`src/rtl/adpll_lock_controller.sv`:
```
// Acquisition and lock sequencer for the ADPLL.
// Runs a successive-approximation search on the phase-accumulator bias using the
// sign of averaged phase-detector error. It then enables the loop filter and
// tracks lock from the error magnitude. Sustained saturation restarts acquisition.
//
// Handshake: error_valid_i is a one-cycle qualifier with no back-pressure.
// error_i is consumed only on cycles where error_valid_i is high, and only in
// COARSE, TRACK or LOCKED. The block is always ready.
module adpll_lock_controller #(
    parameter int ACCUM_WIDTH  = 12,
    parameter int PDET_WIDTH   = 8,
    parameter int SAR_BITS     = 8,
    parameter int AVG_SAMPLES  = 16,
    parameter int LOCK_TOL     = 2,
    parameter int LOCK_COUNT   = 32,
    parameter int UNLOCK_COUNT = 4,
    parameter int FAIL_COUNT   = 64
) (
    input  logic                   fpga_clk_i,
    input  logic                   reset_i,
    input  logic                   enable_i,
    input  logic [PDET_WIDTH-1:0]  error_i,
    input  logic                   error_valid_i,
    output logic [ACCUM_WIDTH-1:0] k_bias_o,
    output logic                   loop_en_o,
    output logic                   lock_o,
    output logic [2:0]             state_o,
    output logic [7:0]             relock_cnt_o
);

    localparam int AVG_W    = $clog2(AVG_SAMPLES);
    localparam int SUM_W    = PDET_WIDTH + AVG_W;
    localparam int ABS_W    = PDET_WIDTH + 1;
    localparam int BIT_W    = (SAR_BITS > 1) ? $clog2(SAR_BITS) : 1;
    localparam int LOCK_W   = $clog2(LOCK_COUNT + 1);
    localparam int UNLOCK_W = $clog2(UNLOCK_COUNT + 1);
    localparam int FAIL_W   = $clog2(FAIL_COUNT + 1);

    localparam logic [ACCUM_WIDTH-1:0] SAR_ONE     = ACCUM_WIDTH'(1);
    localparam logic [ACCUM_WIDTH-1:0] SAR_START   = SAR_ONE << (SAR_BITS - 1);
    localparam logic [BIT_W-1:0]       BIT_TOP     = BIT_W'(SAR_BITS - 1);
    localparam logic [AVG_W-1:0]       AVG_LAST    = AVG_W'(AVG_SAMPLES - 1);
    localparam logic [LOCK_W-1:0]      LOCK_LAST   = LOCK_W'(LOCK_COUNT - 1);
    localparam logic [UNLOCK_W-1:0]    UNLOCK_LAST = UNLOCK_W'(UNLOCK_COUNT - 1);
    localparam logic [FAIL_W-1:0]      FAIL_LAST   = FAIL_W'(FAIL_COUNT - 1);
    localparam logic [PDET_WIDTH-1:0]  SAT_NEG     = {1'b1, {(PDET_WIDTH-1){1'b0}}};
    localparam logic [PDET_WIDTH-1:0]  SAT_POS     = {1'b0, {(PDET_WIDTH-1){1'b1}}};

    typedef enum logic [2:0] {
        ST_IDLE   = 3'd0,
        ST_COARSE = 3'd1,
        ST_TRACK  = 3'd2,
        ST_LOCKED = 3'd3
    } state_t;

    state_t                 state_q, state_d;
    logic [ACCUM_WIDTH-1:0] k_bias_q, k_bias_d;
    logic [BIT_W-1:0]       bit_idx_q, bit_idx_d;
    logic [SUM_W-1:0]       sum_q, sum_d;
    logic [AVG_W-1:0]       sample_cnt_q, sample_cnt_d;
    logic [LOCK_W-1:0]      lock_cnt_q, lock_cnt_d;
    logic [UNLOCK_W-1:0]    unlock_cnt_q, unlock_cnt_d;
    logic [FAIL_W-1:0]      fail_cnt_q, fail_cnt_d;
    logic                   lock_q, lock_d;
    logic                   loop_en_q, loop_en_d;
    logic [7:0]             relock_q, relock_d;

    // Error-derived terms: sign-extended sample, running sum including this
    // sample, magnitude in one extra bit so the most negative code cannot wrap.
    logic [SUM_W-1:0] err_sext;
    logic [SUM_W-1:0] sum_next;
    logic [ABS_W-1:0] err_ext;
    logic [ABS_W-1:0] err_abs;
    logic             in_tol;
    logic             saturated;

    assign err_sext  = {{AVG_W{error_i[PDET_WIDTH-1]}}, error_i};
    assign sum_next  = sum_q + err_sext;
    assign err_ext   = {error_i[PDET_WIDTH-1], error_i};
    assign err_abs   = err_ext[ABS_W-1] ? (~err_ext + ABS_W'(1)) : err_ext;
    assign in_tol    = (err_abs <= ABS_W'(LOCK_TOL));
    assign saturated = (error_i == SAT_NEG) || (error_i == SAT_POS);

    // Next-state and next-output logic; later assignments override earlier ones,
    // so the saturation restart is evaluated after the lock/unlock transitions.
    always_comb begin
        state_d      = state_q;
        k_bias_d     = k_bias_q;
        bit_idx_d    = bit_idx_q;
        sum_d        = sum_q;
        sample_cnt_d = sample_cnt_q;
        lock_cnt_d   = lock_cnt_q;
        unlock_cnt_d = unlock_cnt_q;
        fail_cnt_d   = fail_cnt_q;
        lock_d       = lock_q;
        loop_en_d    = loop_en_q;
        relock_d     = relock_q;

        if (!enable_i) begin
            state_d      = ST_IDLE;
            k_bias_d     = '0;
            bit_idx_d    = '0;
            sum_d        = '0;
            sample_cnt_d = '0;
            lock_cnt_d   = '0;
            unlock_cnt_d = '0;
            fail_cnt_d   = '0;
            lock_d       = 1'b0;
            loop_en_d    = 1'b0;
        end else begin
            case (state_q)
                ST_IDLE: begin
                    state_d      = ST_COARSE;
                    k_bias_d     = SAR_START;
                    bit_idx_d    = BIT_TOP;
                    sum_d        = '0;
                    sample_cnt_d = '0;
                end
                ST_COARSE: begin
                    if (error_valid_i) begin
                        if (sample_cnt_q == AVG_LAST) begin
                            // Negative average: generated clock too fast, drop the trial bit.
                            if (sum_next[SUM_W-1]) begin
                                k_bias_d = k_bias_q & ~(SAR_ONE << bit_idx_q);
                            end
                            sum_d        = '0;
                            sample_cnt_d = '0;
                            if (bit_idx_q == '0) begin
                                state_d      = ST_TRACK;
                                loop_en_d    = 1'b1;
                                lock_cnt_d   = '0;
                                unlock_cnt_d = '0;
                                fail_cnt_d   = '0;
                            end else begin
                                bit_idx_d = bit_idx_q - BIT_W'(1);
                                k_bias_d  = k_bias_d | (SAR_ONE << (bit_idx_q - BIT_W'(1)));
                            end
                        end else begin
                            sum_d        = sum_next;
                            sample_cnt_d = sample_cnt_q + AVG_W'(1);
                        end
                    end
                end
                ST_TRACK, ST_LOCKED: begin
                    if (error_valid_i) begin
                        if (state_q == ST_TRACK) begin
                            if (!in_tol) begin
                                lock_cnt_d = '0;
                            end else if (lock_cnt_q == LOCK_LAST) begin
                                state_d      = ST_LOCKED;
                                lock_d       = 1'b1;
                                lock_cnt_d   = '0;
                                unlock_cnt_d = '0;
                            end else begin
                                lock_cnt_d = lock_cnt_q + LOCK_W'(1);
                            end
                        end else begin
                            if (in_tol) begin
                                unlock_cnt_d = '0;
                            end else if (unlock_cnt_q == UNLOCK_LAST) begin
                                state_d      = ST_TRACK;
                                lock_d       = 1'b0;
                                lock_cnt_d   = '0;
                                unlock_cnt_d = '0;
                            end else begin
                                unlock_cnt_d = unlock_cnt_q + UNLOCK_W'(1);
                            end
                        end

                        if (!saturated) begin
                            fail_cnt_d = '0;
                        end else if (fail_cnt_q == FAIL_LAST) begin
                            // Loop has railed for too long: restart the coarse search.
                            state_d      = ST_COARSE;
                            k_bias_d     = SAR_START;
                            bit_idx_d    = BIT_TOP;
                            sum_d        = '0;
                            sample_cnt_d = '0;
                            lock_cnt_d   = '0;
                            unlock_cnt_d = '0;
                            fail_cnt_d   = '0;
                            lock_d       = 1'b0;
                            loop_en_d    = 1'b0;
                            if (relock_q != 8'hFF) begin
                                relock_d = relock_q + 8'd1;
                            end
                        end else begin
                            fail_cnt_d = fail_cnt_q + FAIL_W'(1);
                        end
                    end
                end
                default: begin
                    state_d   = ST_IDLE;
                    k_bias_d  = '0;
                    lock_d    = 1'b0;
                    loop_en_d = 1'b0;
                end
            endcase
        end
    end

    // State and datapath registers; synchronous reset dominates all inputs.
    always_ff @(posedge fpga_clk_i) begin
        if (reset_i) begin
            state_q      <= ST_IDLE;
            k_bias_q     <= '0;
            bit_idx_q    <= '0;
            sum_q        <= '0;
            sample_cnt_q <= '0;
            lock_cnt_q   <= '0;
            unlock_cnt_q <= '0;
            fail_cnt_q   <= '0;
            lock_q       <= 1'b0;
            loop_en_q    <= 1'b0;
            relock_q     <= '0;
        end else begin
            state_q      <= state_d;
            k_bias_q     <= k_bias_d;
            bit_idx_q    <= bit_idx_d;
            sum_q        <= sum_d;
            sample_cnt_q <= sample_cnt_d;
            lock_cnt_q   <= lock_cnt_d;
            unlock_cnt_q <= unlock_cnt_d;
            fail_cnt_q   <= fail_cnt_d;
            lock_q       <= lock_d;
            loop_en_q    <= loop_en_d;
            relock_q     <= relock_d;
        end
    end

    assign k_bias_o     = k_bias_q;
    assign loop_en_o    = loop_en_q;
    assign lock_o       = lock_q;
    assign state_o      = state_q;
    assign relock_cnt_o = relock_q;

endmodule

```
`config.mk`:
```
export PLATFORM = sky130hd
export DESIGN_NAME = adpll_lock_controller
export DESIGN_NICKNAME = d
export VERILOG_FILES = /design/src/rtl/adpll_lock_controller.sv
export SDC_FILE = /design/constraint.sdc
export NUM_CORES = 1
export LEC_CHECK = 0
export CAP_MARGIN = 25
export CORE_ASPECT_RATIO = 0.6
export CORE_MARGIN = 2
export CORE_UTILIZATION = 40
export DETAILED_ROUTE_END_ITERATION = 8
export PLACE_DENSITY_LB_ADDON = 0.12
export RECOVER_POWER = 25
export REMOVE_ABC_BUFFERS = 1
export SYNTH_ARGS = -nofsm -noshare
export SYNTH_HDL_FRONTEND = slang
export SYNTH_SLANG_ARGS = --single-unit
export TNS_END_PERCENT = 100
```
`constraint.sdc`:
```
create_clock -name fpga_clk_i -period 3.1 [get_ports fpga_clk_i]
set_clock_uncertainty 0.2 [all_clocks]
set_input_delay 0.465 -clock fpga_clk_i [delete_from_list [all_inputs] [get_ports fpga_clk_i]]
set_output_delay 0.465 -clock fpga_clk_i [all_outputs]
set_load 0.01 [all_outputs]
```
Yosys cells after proc, flatten, opt, wreduce, memory -nomap -nowiden

Cells that the tools add are included.

Output and inout port bits: 25
Bits in registers: 60
Logic and storage cells: 153
Input port bits: 12

Shifts and indexed selects: 2
Equal/unequal tests: 17
Add/sub/neg operators: 8
$lt $le $gt $ge: 1
Bitwise operators: 7
Mux-type cells: 91
Reductions and logical operators: 16

Operators with widths:

| operator                                             | number |
|---|---|
| 2-to-1 mux 12 bit                                    | 16 |
| 2-to-1 mux 3 bit                                     | 28 |
| case mux 12 bit (3 select lines)                     | 2 |
| 2-to-1 mux 6 bit                                     | 11 |
| 2-to-1 mux 7 bit                                     | 6 |
| << shifter 1 x 3 -> 12 bit (first input constant)    | 2 |
| 2-to-1 mux 4 bit                                     | 5 |
| case mux 3 bit (3 select lines)                      | 2 |
| AND reduction 5 bit                                  | 3 |
| 2-to-1 mux 1 bit                                     | 14 |
| != test 2 bit (second input constant)                | 7 |
| case mux 7 bit (2 select lines)                      | 1 |
| AND reduction 7 bit                                  | 2 |
| adder 12 bit                                         | 1 |
| AND 12 bit                                           | 1 |
| NOT 12 bit                                           | 1 |
| bitwise OR 12 bit                                    | 1 |
| case mux 4 bit (3 select lines)                      | 1 |
| case mux 6 bit (2 select lines)                      | 1 |
| adder 9 x 1 -> 9 bit (second input constant)         | 1 |
| equality test 3 x 2 -> 1 bit (second input constant) | 3 |
| <= comparator 9 x 2 -> 1 bit (second input constant) | 1 |
| 2-to-1 mux 9 bit                                     | 1 |
| NOT 9 bit                                            | 1 |
| 25 further kinds                                     | 30 |

Longest topological paths before layout

Gate-level depths: netlist of run 1.

Depth in word-level cells: 13
Mapped depth: 10
Depth with buffers taken out: 9

Worst setup path after synthesis of run 1

No wires, ideal clock.

Path type: input-to-reg
Start point: input error_i[0]
End point: register sum_q[10]
Required time: 2.772 ns
Data arrival time: 2.240 ns
Path buffers: 0
Cell stages on the path: 9
Slack: 0.533 ns
Library setup time: 0.128 ns
Cell sequence: ha_1 fa_1 a21oi_1 o211ai_1 o41ai_1 o21ai_0 xor2_1 a22oi_1 nor2_1

Word-level cells in the longest chain between the ends: 4
Elaborated cells between the ends (all ways): 9
Classes of those cells: add/sub (1); eq/ne (3); mux (3); reduce/logical (2)

RTL lines:

| element                                                                        | RTL line | text |
|---|---|---|
| start: declaration                                                             | 22       | `input logic [PDET_WIDTH-1:0] error_i,` |
| adder 12 bit (tied with other cells)                                           | 78       | `assign sum_next = sum_q + err_sext;` |
| 2-to-1 mux 12 bit / logical OR 1 bit (equally long branches)                   | 121, 82  |  |
| 2-to-1 mux 12 bit / != test 2 bit (equally long branches)                      | --       |  |
| case mux 12 bit (3 select lines) / AND reduction 5 bit (equally long branches) | --       |  |
| end signal: assignment                                                         | 220      | `sum_q <= sum_d;` |
| end: declaration                                                               | 59       | `logic [SUM_W-1:0] sum_q, sum_d;` |

Parallel ways exist; a longest one is shown, timed or not. The select of a mux whose other input is x is not followed.
A chain may end at the register's enable or synchronous reset.

Final worst setup path of run 1

Start point: input error_i[1]
End point: register k_bias_q[6] (netlist: k_bias_o[6])

Word-level cells in the longest chain between the ends: 11
Elaborated cells between the ends (all ways): 16
Classes of those cells: add/sub (1); eq/ne (3); mux (9); bitwise (1); reduce/logical (2)

RTL lines:

| element                          | RTL line | text |
|---|---|---|
| adder 12 bit                     | 78       |  |
| 2-to-1 mux 12 bit                | 123      | `if (sum_next[SUM_W-1]) begin` |
| 2-to-1 mux 12 bit                | 121      | `if (sample_cnt_q == AVG_LAST) begin` |
| 2-to-1 mux 12 bit                | 120      | `if (error_valid_i) begin` |
| 2-to-1 mux 12 bit                | 111      | `case (state_q)` |
| 2-to-1 mux 12 bit                | 99       | `if (!enable_i) begin` |
| bitwise OR 12 bit                | 136      | `k_bias_d = k_bias_d \| (SAR_ONE << (bit_idx_q - BIT_W'(1)));` |
| 2-to-1 mux 12 bit                | 128      | `if (bit_idx_q == '0) begin` |
| 2-to-1 mux 12 bit                | 121      |  |
| 2-to-1 mux 12 bit                | 120      |  |
| case mux 12 bit (3 select lines) | 111      |  |
| end signal: assignment           | 218      | `k_bias_q <= k_bias_d;` |
| end: declaration                 | 57       | `logic [ACCUM_WIDTH-1:0] k_bias_q, k_bias_d;` |

Parallel ways exist; a longest one is shown, timed or not. The select of a mux whose other input is x is not followed.

==> results of run 1 <==
[power breakdown]
| group | switching [mW] | internal [mW] |
|---|---|---|
| Combinational | 0.131 | 0.0996 |
| Clock | 0.384 | 0.625 |
| Sequential | 0.00771 | 0.778 |
[path summary, 6_finish.rpt]
check	from	to	slack (ns)
setup / recovery	error_i[1]	k_bias_o[6]	0.23
hold / removal	k_bias_o[9]	k_bias_o[9]	0.26
setup reg to reg	sample_cnt_q[0]	fail_cnt_q[5]	0.38
hold reg to reg	k_bias_o[9]	k_bias_o[9]	0.26
[flip-flops by register name, summed over array words and instances, names as in the netlist]
signal        cells
bit_idx_q         3
fail_cnt_q        7
k_bias_o         12
lock_cnt_q        6
lock_o            1
loop_en_o         1
relock_cnt_o      8
sample_cnt_q      4
state_o           3
sum_q            12
unlock_cnt_q      3
[per-stage QoR]
step           hold WS [ns]  area [um2]  TNS [ns]  utilization [%]  cells
6_report              0.258        4700         0             54.5    634
5_1_grt               0.287        4700         0             54.5    634
4_1_cts               0.264        4690         0             54.5    634
3_5_place_dp          0.244        4390    -0.397             51.0    618
3_3_place_gp          0.242        4390    -0.215             51.0    618
2_1_floorplan         0.230        3530         0                -    421
[kinds of logic (layout without fill, tap and decap cells)]
family / Yosys count / in the layout / share of synthesized area (%)
buffers and inverters: 25 / 113 / 3.10
AO/OA/AOI/OAI: 112 / 112 / 21.7
XOR/XNOR: 23 / 23 / 5.61
AND/OR/NAND/NOR: 183 / 183 / 25.7
adder cells (fa/ha/maj): 26 / 26 / 9.27
multiplexers: 4 / 4 / 1.11
flip-flops: 60 / 60 / 33.4
other: 1 / 1 / 0.104
[routing by layer]
metal  track usage, %  vias to the layer above  wire length (um)
li1                 -                     1753                 -
met1             31.2                     1659              5100
met2             28.1                       84              3830
met3             6.69                        8               536
met4             4.07                        0                70
met5                0                        -                 0
[placed cells by master (no fill, tap or decap), types with 11 or more instances in the layout]
cell type	n
dfxtp_1	60
nor2_1	50
buf_4	49
nand2_1	46
a21oi_1	31
ha_1	25
nand3_1	23
o21ai_0	21
dlygate4sd3_1	21
clkdlybuf4s50_1	15
nand4_1	14
nor3_1	13
xor2_1	13
inv_1	11
[critical path: cells and delay by family]
kind	cells	cell delay, ns
compound gates	5	1.25
buf+inv	1	0.44
simple gates	2	0.43
fa+ha+maj	1	0.32
[layout make-up]
cell class                 count  area share (%)
clock inverter                 7            1.60
sequential                    60            25.5
inverter                      12           0.958
multi-input combinational    349            48.6
tap                          112            2.98
clock buffer                   9            4.79
timing repair buffer          85            15.5
==> summary.md, run 1 <==
| Metric | Value |
|---|---|
| Top post-synthesis cells by area | dfxtp_1 33%, ha_1 8.7%, nor2_1 5.2%, nand2_1 4.8%, a21oi_1 4.3% |
| Wirelength, routed | 9540 um |
| CTS sink count | 60 |
| # hold bufs at CTS | 0 |
| Peak Freq | 348 MHz |
| Commonest cells in the netlist | 60 x dfxtp_1, 50 x nor2_1, 46 x nand2_1 |
| Post-Syn Area | 0.00359 mm2 |
| GRT Residual Overflow | 0 |
| Final Hold Fails | 0 |
| Hpwl dp | 7170 um |
| Vias | 3,504 |
| Pleak | 1.85 nW |
| # DRC | 0 |
| Place WS | -0.0942 ns |
| RSZ-0062 raised after global routing | no |
| Outcome | completed |
| Vias in the first global route | 3,302 |
| Cell Pwr Density | 431 mW/mm2 |
| Max_cap viols | 0 |
| Worst Hold Depth | 1 |
| Worst Path Arrival | 2.90 ns |
| Clk slew on worst S/H paths | 0.06 ns |
| Nature of the critical path endpoint | register |
| Reg2Reg Depth | 8 |
| PortBufs | 36 |
| Count of flip-flops with a built-in enable after synthesis | 0 |
| VDD IR max | 0.314 mV |
| Chip Height | 77.4 um |
| Initial antenna violation count | 0 |
| Final setup fails | 0 |
| Worst Path Class, Setup | input port to register |
| YS warnings | 0 |
| Largest net degree at the start of global routing | 17 |
| Area delta synth->final | 30.9% |
| Total global routing track utilization | 20.5% |
| Count leader, synth | dfxtp_1 |
| Synth cell types | 63 |
| Final worst slack | 0.227 ns |
| First-pass GRT wire length | 16,400 um |
| # IOs | 37 |
| Drt initial violations | 175 |
| Actual slew at the worst max-slew pin | 0.509 ns |
| Clk root buf | clkbuf_16 |
| Final ANT Viol Nets | 0 |
| Multi-input gate area in the final layout | 0.00229 mm2 |
| Layout cell share with drive strength beyond 1 | 15.9% |
| Clk Latency, worst-skew pair | 0.33 ns |
| TritonCTS buffer count | 9 |
| Total Power | 2.03 mW |
| Total die area | 0.00978 mm2 |
| Final worst path period need | 2.87 ns |
| CP peak stage delay | 0.44 ns |
| Synth Register Bits | 60 |
| Via/cell ratio | 5.53 |
| Register cell area after layout | 0.00120 mm2 |
| Cell row count | 26 |
| N_diodes | 0 |
| Slew Viols, Final | 0 |
| Max clock buf depth | 2 |
| Core Area | 0.00862 mm2 |
| Cell taking the most area after synthesis | dfxtp_1 |
| Crit-path cells | clkdlybuf4s50_1, ha_1, a211oi_1, o21ai_0, a211o_1, o311a_1, nand2_1, nand4_1, a32o_1 |
| Gp weighted congestion | 0.906 |
| Starting Density | 41.7% |
| Sequential area share after synthesis | 33.4% |
| Postcts setup bufs | 0 |
| Synth top area share | 33.4% |
| Wire per inst | 15.0 um |
| Worst endpoint required time | 3.12 ns |
| Slew HR | 66.0% |
| Crit-path slowest cell | clkdlybuf4s50_1 |
| Hold Path Class | register to register |
| Die Wd | 126 um |
| Cells after Synth | 434 |
| Crit Path Max Fanout | 9 |
| PostCTS Resize Cnt | 0 |
| CTS tree | done |
| Crit start category | input port |
| Fin nets | 555 |
| H-Tree Level Count | 3 |
| # fillers | 803 |
| Tcrit/Tclk final | 92.7% |
| Top FF cell, synth | dfxtp_1 |
| FFs w/ async S/R, synth | 0% |
| DR pass1 iterations | 4 |
| Mean Syn Cell Area | 8.28 um2 |
No activity file was read; power rests on OpenSTA's default activity.
==> run 2, diff against run 1 <==
--- a/config.mk
+++ b/config.mk
@@ -5,7 +5,6 @@
 export SDC_FILE = /design/constraint.sdc
 export NUM_CORES = 1
 export LEC_CHECK = 0
-export CAP_MARGIN = 25
 export CORE_ASPECT_RATIO = 0.6
 export CORE_MARGIN = 2
 export CORE_UTILIZATION = 40
==> results of run 2 <==
Same layout as run 1: the final DEF is identical, and so are final timing and power.
